==> src/rtl/out_frame_streamer.sv <==
// out_frame_streamer: drains the finished output frame from the 32-bit output
// memory (4 pixels per word, lane 0 in bits [7:0]) and emits it as a
// valid/ready byte stream, with a running 16-bit checksum and byte count.
//
// Ports:
//   clk_50, rst_n          clock, asynchronous active-low reset
//   start, abort           frame dump request / return to IDLE (abort wins)
//   i_out_w, i_out_h       frame size in pixels, sampled on an accepted start
//   mem_raddr, mem_rdata   word read port, 1-cycle registered read latency
//   m_data/m_valid/m_ready/m_last   byte stream
//   busy, done             not-IDLE flag, one-cycle completion pulse
//   o_cfg_err              sticky: frame larger than the memory
//   o_checksum, o_byte_count  sum (mod 2^16) and count of transferred bytes
module out_frame_streamer #(
  parameter int unsigned AW    = 10,
  parameter int unsigned CNT_W = 32
) (
  input  logic             clk_50,
  input  logic             rst_n,
  input  logic             start,
  input  logic             abort,
  input  logic [15:0]      i_out_w,
  input  logic [15:0]      i_out_h,
  output logic [AW-1:0]    mem_raddr,
  input  logic [31:0]      mem_rdata,
  output logic [7:0]       m_data,
  output logic             m_valid,
  input  logic             m_ready,
  output logic             m_last,
  output logic             busy,
  output logic             done,
  output logic             o_cfg_err,
  output logic [15:0]      o_checksum,
  output logic [CNT_W-1:0] o_byte_count
);

  localparam int unsigned PIX_W = 32;
  localparam logic [PIX_W:0] MEM_WORDS = 33'd1 << AW;

  typedef enum logic [2:0] {
    S_IDLE,
    S_RD_REQ,
    S_RD_LAT,
    S_EMIT,
    S_FIN
  } state_t;

  state_t             state_q, state_d;
  logic [PIX_W-1:0]   n_q, n_d;
  logic [PIX_W-1:0]   pix_q, pix_d;
  logic [1:0]         lane_q, lane_d;
  logic [31:0]        word_q, word_d;

  logic [AW-1:0]      mem_raddr_d;
  logic [7:0]         m_data_d;
  logic               m_valid_d, m_last_d, busy_d, done_d, cfg_err_d;
  logic [15:0]        checksum_d;
  logic [CNT_W-1:0]   byte_count_d;

  logic [PIX_W-1:0]   n_start;
  logic [PIX_W:0]     w_start;
  logic               too_big;
  logic               xfer;
  logic               last_pix;
  logic               next_last;
  logic [1:0]         lane_nx;

  // Frame geometry of the request currently on the inputs.
  always_comb begin
    n_start = PIX_W'(i_out_w) * PIX_W'(i_out_h);
    w_start = ((PIX_W+1)'(n_start) + 33'd3) >> 2;
    too_big = (w_start > MEM_WORDS);
  end

  always_comb begin
    xfer      = m_valid & m_ready;
    last_pix  = (pix_q == n_q - 32'd1);
    next_last = (pix_q + 32'd1 == n_q - 32'd1);
    lane_nx   = lane_q + 2'd1;
  end

  // Next-state and next-output logic; mem_raddr doubles as the word index.
  always_comb begin
    state_d      = state_q;
    n_d          = n_q;
    pix_d        = pix_q;
    lane_d       = lane_q;
    word_d       = word_q;
    mem_raddr_d  = mem_raddr;
    m_data_d     = m_data;
    m_valid_d    = m_valid;
    m_last_d     = m_last;
    done_d       = 1'b0;
    cfg_err_d    = o_cfg_err;
    checksum_d   = o_checksum;
    byte_count_d = o_byte_count;

    if (abort) begin
      state_d   = S_IDLE;
      m_valid_d = 1'b0;
      m_last_d  = 1'b0;
    end else begin
      case (state_q)
        S_IDLE: begin
          if (start) begin
            n_d          = n_start;
            pix_d        = '0;
            checksum_d   = '0;
            byte_count_d = '0;
            cfg_err_d    = 1'b0;
            if (n_start == '0) begin
              state_d = S_FIN;
              done_d  = 1'b1;
            end else if (too_big) begin
              cfg_err_d = 1'b1;
              state_d   = S_FIN;
              done_d    = 1'b1;
            end else begin
              mem_raddr_d = '0;
              state_d     = S_RD_REQ;
            end
          end
        end
        S_RD_REQ: begin
          state_d = S_RD_LAT;
        end
        S_RD_LAT: begin
          // Present lane 0 straight from the read data so EMIT starts valid.
          word_d    = mem_rdata;
          lane_d    = 2'd0;
          m_data_d  = mem_rdata[7:0];
          m_valid_d = 1'b1;
          m_last_d  = last_pix;
          state_d   = S_EMIT;
        end
        S_EMIT: begin
          if (xfer) begin
            checksum_d   = o_checksum + 16'(m_data);
            byte_count_d = o_byte_count + CNT_W'(1);
            pix_d        = pix_q + 32'd1;
            if (last_pix) begin
              m_valid_d = 1'b0;
              m_last_d  = 1'b0;
              done_d    = 1'b1;
              state_d   = S_FIN;
            end else if (lane_q == 2'd3) begin
              m_valid_d   = 1'b0;
              m_last_d    = 1'b0;
              mem_raddr_d = mem_raddr + AW'(1);
              state_d     = S_RD_REQ;
            end else begin
              lane_d   = lane_nx;
              m_data_d = word_q[{lane_nx, 3'b000} +: 8];
              m_last_d = next_last;
            end
          end
        end
        S_FIN: begin
          state_d = S_IDLE;
        end
        default: begin
          state_d   = S_IDLE;
          m_valid_d = 1'b0;
          m_last_d  = 1'b0;
        end
      endcase
    end

    busy_d = (state_d != S_IDLE);
  end

  // State and registered outputs.
  always_ff @(posedge clk_50 or negedge rst_n) begin
    if (!rst_n) begin
      state_q      <= S_IDLE;
      n_q          <= '0;
      pix_q        <= '0;
      lane_q       <= '0;
      word_q       <= '0;
      mem_raddr    <= '0;
      m_data       <= '0;
      m_valid      <= 1'b0;
      m_last       <= 1'b0;
      busy         <= 1'b0;
      done         <= 1'b0;
      o_cfg_err    <= 1'b0;
      o_checksum   <= '0;
      o_byte_count <= '0;
    end else begin
      state_q      <= state_d;
      n_q          <= n_d;
      pix_q        <= pix_d;
      lane_q       <= lane_d;
      word_q       <= word_d;
      mem_raddr    <= mem_raddr_d;
      m_data       <= m_data_d;
      m_valid      <= m_valid_d;
      m_last       <= m_last_d;
      busy         <= busy_d;
      done         <= done_d;
      o_cfg_err    <= cfg_err_d;
      o_checksum   <= checksum_d;
      o_byte_count <= byte_count_d;
    end
  end

endmodule
==> config.mk <==
export PLATFORM = sky130hd
export DESIGN_NAME = out_frame_streamer
export DESIGN_NICKNAME = d
export VERILOG_FILES = /design/src/rtl/out_frame_streamer.sv
export SDC_FILE = /design/constraint.sdc
export NUM_CORES = 1
export LEC_CHECK = 0
export CAP_MARGIN = 20
export CORE_ASPECT_RATIO = 0.5
export CORE_MARGIN = 2
export CORE_UTILIZATION = 35
export DETAILED_ROUTE_END_ITERATION = 8
export PLACE_DENSITY = 0.58
export RECOVER_POWER = 25
export SLEW_MARGIN = 20
export SYNTH_ARGS = -nofsm -noshare
export SYNTH_HDL_FRONTEND = slang
export SYNTH_SLANG_ARGS = --single-unit
==> constraint.sdc <==
create_clock -name clk_50 -period 4.3 [get_ports clk_50]
set_input_delay 1.075 -clock clk_50 [delete_from_list [all_inputs] [get_ports clk_50]]
set_output_delay 1.075 -clock clk_50 [all_outputs]
set_load 0.1 [all_outputs]
## After elaboration in Yosys (flattened, before gate mapping)

Cells that the tools add are included.

- Flip-flop bits (word level): 172
- Output and inout port bits: 71
- Logic and storage cells: 105

- Add/subtract/negate cells: 7
- Multipliers: 1
- $lt $le $gt $ge: 1
- Equality and inequality tests: 17
- Shift operators: 1
- Muxes and demuxes: 49
- Bitwise operators: 2
- Reductions and logical operators: 13

Operators by type and width:

| cell | number |
|---|---|
| $pmux 32 s2 | 2 |
| $mux 32 | 3 |
| $add 32x1->32 const B | 2 |
| $eq 32x32->1 | 2 |
| $mux 10 | 6 |
| $add 32x2->33 const B | 1 |
| $logic_not 32->1 | 1 |
| $mul 16x16->32 | 1 |
| $mux 16 | 2 |
| $pmux 16 s2 | 1 |
| $shiftx 32x6->8 | 1 |
| $sub 32x1->32 const B | 1 |
| $gt 31x11->1 const B | 1 |
| $mux 8 | 3 |
| $mux 3 | 7 |
| $pmux 10 s2 | 1 |
| $add 16x8->16 | 1 |
| $pmux 8 s2 | 1 |
| $mux 1 | 15 |
| $ne 2x2->1 const B | 7 |
| $pmux 3 s4 | 1 |
| $add 10x1->10 const B | 1 |
| $reduce_and 8->1 | 1 |
| $eq 3x2->1 const B | 2 |
| other kinds (21) | 27 |

## Longest topological paths before layout

- Depth after elaboration: 9
- Gate-level depth with buffers: 27

## Least setup slack after synthesis

No wires, ideal clock.

- Path type: input to register
- From: input port i_out_h[9]
- To: register mem_raddr[2]
- Arrival: 7660 ps
- Required time: 4176 ps
- Path slack: -3484 ps
- Stages on the path: 26
- Path buffers: 2
- Cell sequence: clkbuf_1 > nand2_1 > fa_1 > inv_1 > fa_1 > inv_1 > fa_1 > inv_1 > fa_1 > fa_1 > inv_1 > fa_1 > inv_1 > ha_1 > clkbuf_1 > a21oi_1 > o21ai_0 > a221oi_1 > nand2_1 > xor2_1 > or3_1 > nor4b_1 > nand3_1 > a21oi_1 > o31ai_2 > a211o_1

- Word-level cells in the longest chain between the ends: 5

RTL lines:

| item | line | text |
|---|---|---|
| start, declared | 23 | `input logic [15:0] i_out_h,` |
| $mul 16x16->32 (*) | 70 | `n_start = PIX_W'(i_out_w) * PIX_W'(i_out_h);` |
| $add 32x2->33 | 71 | `w_start = ((PIX_W+1)'(n_start) + 33'd3) >> 2;` |
| $gt 31x11->1 | 72 | `too_big = (w_start > MEM_WORDS);` |
| $ne 2x2->1 (no line) | -- |  |
| $reduce_and 8->1 (no line) (*) | -- |  |
| end signal, assigned | 195 | `mem_raddr <= mem_raddr_d;` |
| end, declared | 24 | `output logic [AW-1:0] mem_raddr,` |

Mark *: on every way between the ends. The rest lies on a longest branch, timed or not.
A chain may end at the register's enable or synchronous reset.

## Worst setup path after layout

- From: input port i_out_w[13]
- To: register mem_raddr[9]

- Word-level cells in the longest chain between the ends: 5

RTL lines:

| item | line | text |
|---|---|---|
| start, declared | 22 | `input logic [15:0] i_out_w,` |
| $mul 16x16->32 (*) | 70 |  |
| $add 32x2->33 | 71 |  |
| $gt 31x11->1 | 72 |  |
| $ne 2x2->1 (no line) | -- |  |
| $reduce_and 8->1 (no line) (*) | -- |  |

Marked as above.

==> key figures <==
Run status
  • Status: finished, violations left
  • Failing checks: capacitance limit, slew limit, setup timing

Final layout
  • Ant diodes: 0
  • Layout cells sized above 1: 30.55%
  • Area Overhead vs Synth: 37.93%
  • # nets final: 2869
  • Design Area, Final: 25510 µm²
  • FILL cells: 4910

Clock network
  • Clk_lat worst skew: 0.44 ns
  • Clock Sinks: 172
  • CTS root buf: clkbuf_16
  • Worst-path clk slew: 0.07 ns
  • CTS tree: built
  • TritonCTS Buffers: 17
  • Clk buf depth: 2
  • H-tree Lvls: 4

Min path
  • HP Class: register to register
  • Worst Hold Launch: word_q[21]$_DFFE_PN0P_
  • Worst Hold Depth: 1
  • Hold EP: word_q[21]$_DFFE_PN0P_

Synthesis
  • Post-synth top flop: dfrtp_1
  • Syn_nets: 2467
  • YS warnings: 0
  • Synthesized flop and latch total: 172
  • Area leader, netlist: dfrtp_1
  • Syn_area_per_cell: 8.866 µm²
  • Mapped Cells: 2086
  • Post-synthesis cell area: 18500 µm²
  • Async set-reset flop share out of synthesis: 100.0%
  • Leading cell types by count after synthesis: nand2_1, inv_1, fa_1
  • Post-synthesis sequential area ratio: 23.27%
  • Most frequent cell after synthesis: nand2_1
  • Post-synth EDFFs: 0
  • Synth cell types: 74
  • Top cells by area, synth: dfrtp_1, fa_1, ha_1
  • Synth top area share: 23.27%

Floorplan
  • Rows: 59
  • Chip width: 329.1 µm
  • Core area: 52120 µm²
  • Initial core utilization: 35.49%
  • Total die area: 54810 µm²
  • Die Ht: 166.6 µm
  • IO Pins: 140

Critical path
  • R2R Setup Slk: -0.02 ns
  • Crit start category: input pin
  • Req. time, crit path: 4.62 ns
  • Worst-path fanout max: 5
  • Worst Setup End Kind: register
  • Crit path DAT: 7.44 ns
  • Worst r2r dst: mem_raddr[2]$_DFFE_PN0P_
  • Reg-to-Reg Start: n_q[9]$_DFFE_PN0P_
  • Crit Path Category: input pin to register
  • Worst r2r path cells: 10

Route
  • Vias/cell: 4.924
  • DR WL/cell: 16.41 µm
  • DRC: 0
  • Vias: 15768
  • Routed wire length: 52530 µm
  • DRT antenna net count: 0
  • 1st-iter DRT viols: 878
  • Drt pass-1 iters: 5

Timing
  • Final setup fails: 40
  • Fin worst setup slack: -2.815 ns
  • Final slew viol count: 83
  • Min Tclk post-route: 7.115 ns
  • Max_slew headroom: -41.14%
  • Slew @ Worst Pin: 2.117 ns
  • F_max: 140.6 MHz
  • Worst Skew: 0.01543 ns
  • Final period utilization: 165.5%
  • RSZ-0062 raised after global routing: true
  • Final Hold Viols: 0

Placement
  • Post-Place Setup Slack: -3.822 ns
  • Post-DP HPWL: 40270 µm
  • Placed Area: 22980 µm²
  • RD Place Congestion: 0.8773
  • I/O Buffers: 139

GRT
  • Largest net degree at the start of global routing: 83
  • Gr usage total: 19.15%
  • Vias in the first global route: 15958
  • Initial antenna violation count: 0
  • First-pass GRT wire length: 85690 µm
  • Global route total overflow: 0

Flow run
  • MaxCap Viol Count: 1
[cell type report]
class                           instances  area, µm²  share of cell area [%]
Multi-Input combinational cell       1582      14490                   56.81
Timing Repair Buffer                  471       4320                   16.94
Sequential cell                       172       4304                   16.87
Inverter                              244      915.9                   3.590
Tap cell                              701      877.1                   3.438
Clock buffer                           17      425.4                   1.668
Clock inverter                         15      176.4                  0.6915
[worst max path at each step]
stage	slack, ns	to	startpoint	cells past startpoint
floorplan	-2.75	mem_raddr[2]$_DFFE_PN0P_	i_out_w[11]	24
global placement	-3.74	mem_raddr[2]$_DFFE_PN0P_	i_out_w[9]	26
detailed placement	-3.82	mem_raddr[2]$_DFFE_PN0P_	i_out_w[9]	26
CTS	-2.89	mem_raddr[2]$_DFFE_PN0P_	i_out_w[10]	27
global route	-2.99	mem_raddr[9]$_DFFE_PN0P_	i_out_w[13]	28
finish	-2.81	mem_raddr[9]$_DFFE_PN0P_	i_out_w[13]	28
[routing by layer]
| layer | vias up | wire, µm | GRT usage (%) |
|---|---|---|---|
| met5 | - | 0 | 0 |
| li1 | 7631 | - | - |
| met4 | 0 | 656 | 3.162 |
| met1 | 7832 | 25430 | 27.68 |
| met3 | 41 | 1624 | 2.192 |
| met2 | 264 | 24820 | 31.30 |
[through the flow]
stage | hold WS (ns) | instances | utilization (%) | TNS [ns]
6_report | 0.5094 | 3202 | 48.95 | -74.83
5_1_grt | 0.5250 | 3202 | 48.95 | -80.59
4_1_cts | 0.5098 | 3182 | 47.38 | -77.77
3_5_place_dp | 0.4933 | 3097 | 44.09 | -115.79
3_3_place_gp | 0.4843 | 3097 | 44.09 | -113.82
2_1_floorplan | 0.4749 | 2086 | - | -71.43
[sequential cells by signal (all words and copies together) (netlist names)]
signal        count
m_data            8
m_valid           1
o_cfg_err         1
o_byte_count     32
o_checksum       16
state_q           3
busy              1
mem_raddr        10
n_q              32
lane_q            2
pix_q            32
done              1
m_last            1
word_q           32
[logic make-up (layout without fill, tap and decap cells)]
group / count (synthesis) / after routing / share of synthesized area (%)
fa+ha+maj: 312 / 312 / 29.02
compound gates: 275 / 276 / 9.295
mux: 48 / 48 / 3.382
buf+inv: 333 / 747 / 6.866
xor+xnor: 149 / 149 / 7.130
simple gates: 797 / 797 / 21.03
flops: 172 / 172 / 23.27
[worst max-delay path, cell delays in order]
cell	delay, ns
buf_4	0.13
buf_12	0.13
and2_4	0.15
fa_1	0.52
inv_2	0.04
fa_1	0.47
fa_1	0.53
inv_2	0.04
fa_1	0.48
fa_1	0.49
inv_1	0.05
fa_1	0.51
inv_2	0.04
ha_4	0.23
and2_4	0.15
buf_4	0.13
and4_4	0.19
o211ai_1	0.20
nand2_1	0.12
xor2_1	0.17
or3_4	0.40
nor4b_4	0.31
nand3_2	0.12
a21oi_2	0.13
buf_6	0.16
buf_12	0.12
o31ai_4	0.09
a21o_1	0.24
[timing repair]
action	in CTS	in global routing
pin swaps	130	171
resized for setup	303	210
buffers inserted	52	40
endpoints found under the hold margin	0	0
hold buffers	0	0
gates cloned	5	0
setup endpoints to repair	41	52
[placed cells by master (no fill, tap or decap), types with 83 or more instances in the layout]
master           netlist  layout
ha_1                 117      83
dfrtp_1              172     172
and2_1               134      94
inv_1                244     189
fa_1                 195     171
nand2_1              326     279
xnor2_1               95      84
clkdlybuf4s50_1        0     107
buf_4                  1     233
nor2_1               108     102
buf_6                  2      95
Power is not shown: default switching activity piles up to over one toggle a cycle in this logic, so the estimate is an artifact.
